==> src/rtl/register_bank_reader.sv <==
// Register bank with a plain write port and a handshaked read port.
// Read responses queue in a 2-entry FIFO so consumers can stall without losing data.
module register_bank_reader #(
    parameter int W     = 64,
    parameter int DEPTH = 12,
    parameter int AW    = 4
) (
    input  logic          clk,
    input  logic          clr,
    input  logic          wr,
    input  logic [AW-1:0] wr_addr,
    input  logic [W-1:0]  D,
    input  logic          rd_req_valid,
    output logic          rd_req_ready,
    input  logic [AW-1:0] rd_addr,
    output logic          rd_rsp_valid,
    input  logic          rd_rsp_ready,
    output logic [W-1:0]  Q,
    output logic          rd_rsp_err
);

    // Handshake: a transfer happens at a rising edge where valid and ready are both high.
    logic [W-1:0] regs_q [DEPTH];
    logic [W-1:0] regs_d [DEPTH];
    logic [W-1:0] fifo_data_q [2];
    logic [W-1:0] fifo_data_d [2];
    logic         fifo_err_q [2];
    logic         fifo_err_d [2];
    logic         wr_ptr_q, wr_ptr_d;
    logic         rd_ptr_q, rd_ptr_d;
    logic [1:0]   count_q, count_d;
    logic [W-1:0] q_hold_q, q_hold_d;

    logic         push, pop;
    logic         rd_hit;
    logic [W-1:0] rd_val;

    assign rd_req_ready = (count_q < 2'd2);
    assign rd_rsp_valid = (count_q != 2'd0);
    assign push         = rd_req_valid & rd_req_ready;
    assign pop          = rd_rsp_valid & rd_rsp_ready;

    // Q keeps showing the last head once the FIFO drains.
    assign Q          = rd_rsp_valid ? fifo_data_q[rd_ptr_q] : q_hold_q;
    assign rd_rsp_err = rd_rsp_valid ? fifo_err_q[rd_ptr_q] : 1'b0;

    always_comb begin
        regs_d = regs_q;
        for (int i = 0; i < DEPTH; i++) begin
            if (wr && (wr_addr == AW'(i))) begin
                regs_d[i] = D;
            end
        end
    end

    always_comb begin
        rd_hit = 1'b0;
        rd_val = '0;
        for (int i = 0; i < DEPTH; i++) begin
            if (rd_addr == AW'(i)) begin
                rd_hit = 1'b1;
                rd_val = regs_q[i];
            end
        end
        if (rd_hit && wr && (wr_addr == rd_addr)) begin
            rd_val = D;
        end
    end

    always_comb begin
        fifo_data_d = fifo_data_q;
        fifo_err_d  = fifo_err_q;
        wr_ptr_d    = wr_ptr_q ^ push;
        rd_ptr_d    = rd_ptr_q ^ pop;
        count_d     = count_q;
        q_hold_d    = q_hold_q;
        if (push) begin
            fifo_data_d[wr_ptr_q] = rd_val;
            fifo_err_d[wr_ptr_q]  = ~rd_hit;
        end
        case ({push, pop})
            2'b10:   count_d = count_q + 2'd1;
            2'b01:   count_d = count_q - 2'd1;
            default: count_d = count_q;
        endcase
        if (rd_rsp_valid) begin
            q_hold_d = fifo_data_q[rd_ptr_q];
        end
    end

    always_ff @(posedge clk) begin
        if (!clr) begin
            regs_q      <= '{default: '0};
            fifo_data_q <= '{default: '0};
            fifo_err_q  <= '{default: 1'b0};
            wr_ptr_q    <= 1'b0;
            rd_ptr_q    <= 1'b0;
            count_q     <= 2'd0;
            q_hold_q    <= '0;
        end else begin
            regs_q      <= regs_d;
            fifo_data_q <= fifo_data_d;
            fifo_err_q  <= fifo_err_d;
            wr_ptr_q    <= wr_ptr_d;
            rd_ptr_q    <= rd_ptr_d;
            count_q     <= count_d;
            q_hold_q    <= q_hold_d;
        end
    end

endmodule
==> config.mk <==
export PLATFORM = sky130hd
export DESIGN_NAME = register_bank_reader
export DESIGN_NICKNAME = d
export VERILOG_FILES = /design/src/rtl/register_bank_reader.sv
export SDC_FILE = /design/constraint.sdc
export NUM_CORES = 2
export LEC_CHECK = 0
export CORE_MARGIN = 2
export CORE_UTILIZATION = 30
export CTS_CLUSTER_SIZE = 40
export DETAILED_ROUTE_END_ITERATION = 6
export GPL_TIMING_DRIVEN = 1
export HOLD_SLACK_MARGIN = 0.12
export PLACE_DENSITY = 0.54
export SETUP_SLACK_MARGIN = 0.15
export SLEW_MARGIN = 10
export SYNTH_ARGS = -nofsm -noshare
export SYNTH_HDL_FRONTEND = slang
export SYNTH_SLANG_ARGS = --single-unit
==> constraint.sdc <==
create_clock -name clk -period 3.9 [get_ports clk]
set_input_delay 0.585 -clock clk [delete_from_list [all_inputs] [get_ports clk]]
set_output_delay 0.585 -clock clk [all_outputs]
set_load 0.05 [all_outputs]
Word-level counts from Yosys, hierarchy flattened
Index checks and enable logic that the tools add are counted.

storage, ports and cells
  bits in registers = 966
  latch bits = 0
  bits in writable memories = 0
  ROM bits = 0
  output and inout bits = 67
  logic and storage cells = 117
  memories = 0

cells by class
  $add $sub $neg = 2
  multiply operators = 0
  div/mod/pow operators = 0
  magnitude comparators = 4
  equality and inequality tests = 25
  shifts and indexed selects = 0
  mux-type cells = 40
  bitwise logic cells = 7
  reduce and logical (&&, ||, !) cells = 19

operators by type and width
  kind                                                                          number
  64-bit two-way mux                                                            18
  128-bit bitwise mux                                                           1
  64-bit demux with 1-bit select                                                1
  4-bit by 3-bit == test with 1-bit output, second input constant               8
  4-bit == test, second input constant                                          8
  1-bit two-way mux                                                             17
  4-bit by 2-bit == test with 1-bit output, second input constant               4
  1-bit logical AND                                                             15
  4-bit by 1-bit == test with 1-bit output, second input constant               2
  4-bit logical NOT                                                             2
  4-bit == test                                                                 1
  2-bit greater-or-equal comparator, second input constant                      2
  1-bit NOT with 2-bit output                                                   2
  2-bit one-hot mux with 2 select lines                                         1
  2-bit nonzero test                                                            2
  2-bit by 1-bit adder with 2-bit output, second input constant                 1
  1-bit AND                                                                     2
  2-bit bitwise mux                                                             1
  2-bit by 1-bit == test with 1-bit output, second input constant               1
  2-bit == test, second input constant                                          1
  2-bit by 1-bit less-than comparator with 1-bit output, second input constant  1
  2-bit less-than comparator, second input constant                             1
  2-bit by 1-bit subtractor with 2-bit output, second input constant            1
  1-bit bitwise XOR                                                             2
  other kinds (2)                                                               2

Logic depth before layout (Yosys ltp)
  depth after elaboration = 17
  mapped depth = 11

Worst setup path before layout
No wires, ideal clock.

  path type = register to output
  start = register rd_ptr_q
  end = output port Q[25]
  arrival time = 2,130 ps
  path slack = 1,185 ps
  cell stages (with the launch flop) = 6
  buffers on the path = 3
  cells stage by stage = dfxtp_1 clkbuf_1 buf_2 buf_2 mux2i_1 o21ai_0

between the ends
  longest elaborated chain between the ends = 5

ends and longest elaborated chain
  item                                                    line  text
  from (decl)                                             30    logic rd_ptr_q, rd_ptr_d;
  from (signal assigned)                                  105   rd_ptr_q <= rd_ptr_d;
  1-bit NOT with 2-bit output (not written as such)       44    assign Q = rd_rsp_valid ? fifo_data_q[rd_ptr_q] : q_hold_q;
  64-bit two-way mux (not written as such) (3 in series)  44
  64-bit two-way mux                                      -
  to (decl)                                               18    output logic [W-1:0] Q,

No other way between the ends. The select of a mux whose other input is x is not followed.

Worst setup path after layout
  start = register rd_ptr_q
  end = output port Q[63]

The elaborated chain is that of the path after synthesis.

==> results.cfg <==
[min_path]
hold_path_depth = 2
hp-start = clr
hold_end = count_q[1]$_SDFFE_PN0P_
hold_class = in2reg

[floorplan]
die_y_microns = 388
start_util_pct = 30.1
core_area_sq_um = 147000
dieArea_sq_um = 151000
io_pins = 144
die_w_microns = 388
rows = 141

[drt]
via_per_inst = 5.23
drc = 0
vias = 39232
drt-pass1-iter-count = 6
drt-total-wl_mm = 161
post_drt_wl_per_cell_microns = 21.5
drt_iter0_markers = 3324
ant_nets = 0

[synth]
synth-main-ff-cell = dfxtp_1
synth.top_cell.area_share_pct = 43.6
syn-num-nets = 5722
synthCells = 5642
synth-edff-count = 0
synth_area_leader_cell = dfxtp_1
synth.avg_cell_area_sq_um = 7.86
ys_types = 67
synth_warnings = 0
synth_area_leaders = dfxtp_1 (44%), nand2_1 (15%), a21boi_0 (11%), o21ai_0 (3.7%), clkbuf_1 (3.4%)
synth_seq_area_share_pct = 43.6
ys_seq_elements = 966
syn-cell-area_sq_um = 44300
async_flop_share_pct = 0

[grt]
grt_pass1_wl_mm = 241
grt_usage_pct = 20.7
grt_overflow_total = 0
grt_max_degree = 155
antenna_found_initial = 26
grt_pass1_vias = 37357

[clocking]
hold_buffers = 0
cts_buffers = 108
insertion_delay_ns = 0.76
cts_root_buffer = clkbuf_16
cts_buffer_depth = 3
cts_tree = built
htreeDepth = 3
clk_pin_slew_ns = 0.06
clock_sinks = 966

[worst_setup_path]
worst_ep_arrival_time_ns = 3.10
r2r-start = count_q[1]$_SDFFE_PN0P_
ff2ff_setup_slack_ns = 1.72
start_kind = register
crit_required_ns = 3.31
reg2reg_depth = 7
critPathKind = reg2out
r2r_end = count_q[1]$_SDFFE_PN0P_
end_kind = output port
crit_fanout = 13

[timing]
finalClockSkew_ns = 0.0597
setup_viol = 0
final-hold-violation-count = 0
final.period_utilization_pct = 94.5
rsz0062_at_grt = yes
layout_min_cycle_time_ns = 3.68
fmax_mhz = 271
maxSlewViolCount = 0
fin_tns_setup_ns = 0
max_slew.worst_pin.slew_ns = 1.14
relSlewSlack_pct = 24.1
postLayoutSetupSlackWorst_ns = 0.215

[status]
status = finished clean

[power_and_ir_drop]
p_per_area_nw_per_um2 = 508
design_power_total_mw = 26.1
power.leakage_nw = 16.9
ir_drop_mv = 0.559

[cells_and_area]
drive_gt1_share_pct = 7.66
multi_input_comb_area_sq_um = 22700
fillers = 15310
register_area_sq_um = 19300
most-common-layout-cells = nand2_1 (1731), dfxtp_1 (965), a21boi_0 (659), o21ai_0 (327), nor2_1 (187)
final_common_cell = nand2_1
final_nets = 5550
syn_to_final_growth_pct = 15.7

[placement]
gp_congestion = 0.798
post-place-ws_ns = 0.682
dp_hpwl_mm = 90.5
io_buffer_count = 143

[job]
maxCapViolCount = 0
report_power, final:
| part | leakage (nW) | total [mW] | internal, mW | switching (mW) |
|---|---|---|---|---|
| registers | 7.82 | 10.7 | 10.4 | 0.268 |
| clock network | 1.86 | 10.8 | 6.38 | 4.43 |
| logic | 7.23 | 4.60 | 1.46 | 3.14 |
| total | 16.9 | 26.1 | 18.2 | 7.84 |
through the flow:
step	area, sq um	hold slack (ns)	cells	utilization, %
2_1_floorplan	44300	0.424	5642	-
3_3_place_gp	47500	0.436	7289	32.3
3_5_place_dp	47500	0.441	7289	32.3
4_1_cts	51200	0.219	7489	34.8
5_1_grt	51300	0.241	7495	34.9
6_report	51300	0.237	7496	34.9
cell type report:
type                            count  area share (%)
Multi-Input combinational cell   4080            44.3
Sequential cell                   966            37.7
Clock buffer                      155            6.18
Timing Repair Buffer              261            5.58
Tap cell                         1930            4.71
Clock inverter                     44            1.14
Inverter                           53           0.388
Antenna cell                        7          0.0342
registers in the layout, summed over array words and instances (netlist names):
register	count
count_q	2
fifo_data_q	128
fifo_err_q	2
q_hold_q	64
rd_ptr_q	1
regs_q	768
wr_ptr_q	1
how the worst max path moves through the flow:
stage	to	cells after the start	slack (ns)	from
CTS	Q[59]	4	0.16	rd_ptr_q$_SDFF_PN0_
detailed placement	fifo_data_q[99]$_SDFFE_PN0P_	7	0.68	wr_addr[1]
floorplan	Q[25]	5	1.19	rd_ptr_q$_SDFF_PN0_
finish	Q[63]	4	0.22	rd_ptr_q$_SDFF_PN0_
global route	Q[55]	3	0.11	rd_ptr_q$_SDFF_PN0_
global placement	fifo_data_q[49]$_SDFFE_PN0P_	7	0.71	wr_addr[1]
layer usage:
metal / global-route usage (%) / share of wire [%] / vias to the layer above
met2: 32.7 / 45 / 1222
li1: - / - / 18702
met1: 28.1 / 45 / 19037
met3: 4.66 / 7.5 / 245
met4: 6.18 / 2.3 / 26
met5: 0 / 0.10 / -
Yosys cell counts (53+ instances only):
master    instances
mux2i_1         136
buf_2            99
a21boi_1        113
nand2_1        1740
clkbuf_1        396
a21boi_0        659
and2_1           69
a22oi_1          63
mux2_2           61
a21oi_1         135
o21ai_0         327
dfxtp_1         966
o22ai_1          66
nor2_1          195
a31oi_1         144
inv_1            53
cells by family after synthesis:
group | share of synthesized area [%]
AO/OA/AOI/OAI | 24.9
AND/OR/NAND/NOR | 20.6
flip-flops | 43.6
buffers and inverters | 5.75
adder cells (fa/ha/maj) | 0.0847
multiplexers | 4.98
XOR/XNOR | 0.119
timing repair:
| item | CTS | global route |
|---|---|---|
| buffers inserted | 1 | 0 |
| gates cloned | 0 | 0 |
| endpoints found under the setup margin | 24 | 11 |
| resized for setup | 2 | 10 |
worst max-delay path, cell delays in order (launching register included):
cell	delay [ns]
dfxtp_4	0.63
buf_12	0.26
mux2i_1	0.51
o21ai_0	0.18
clkdlybuf4s50_1	0.75
No activity file was read; power rests on OpenSTA's default activity.
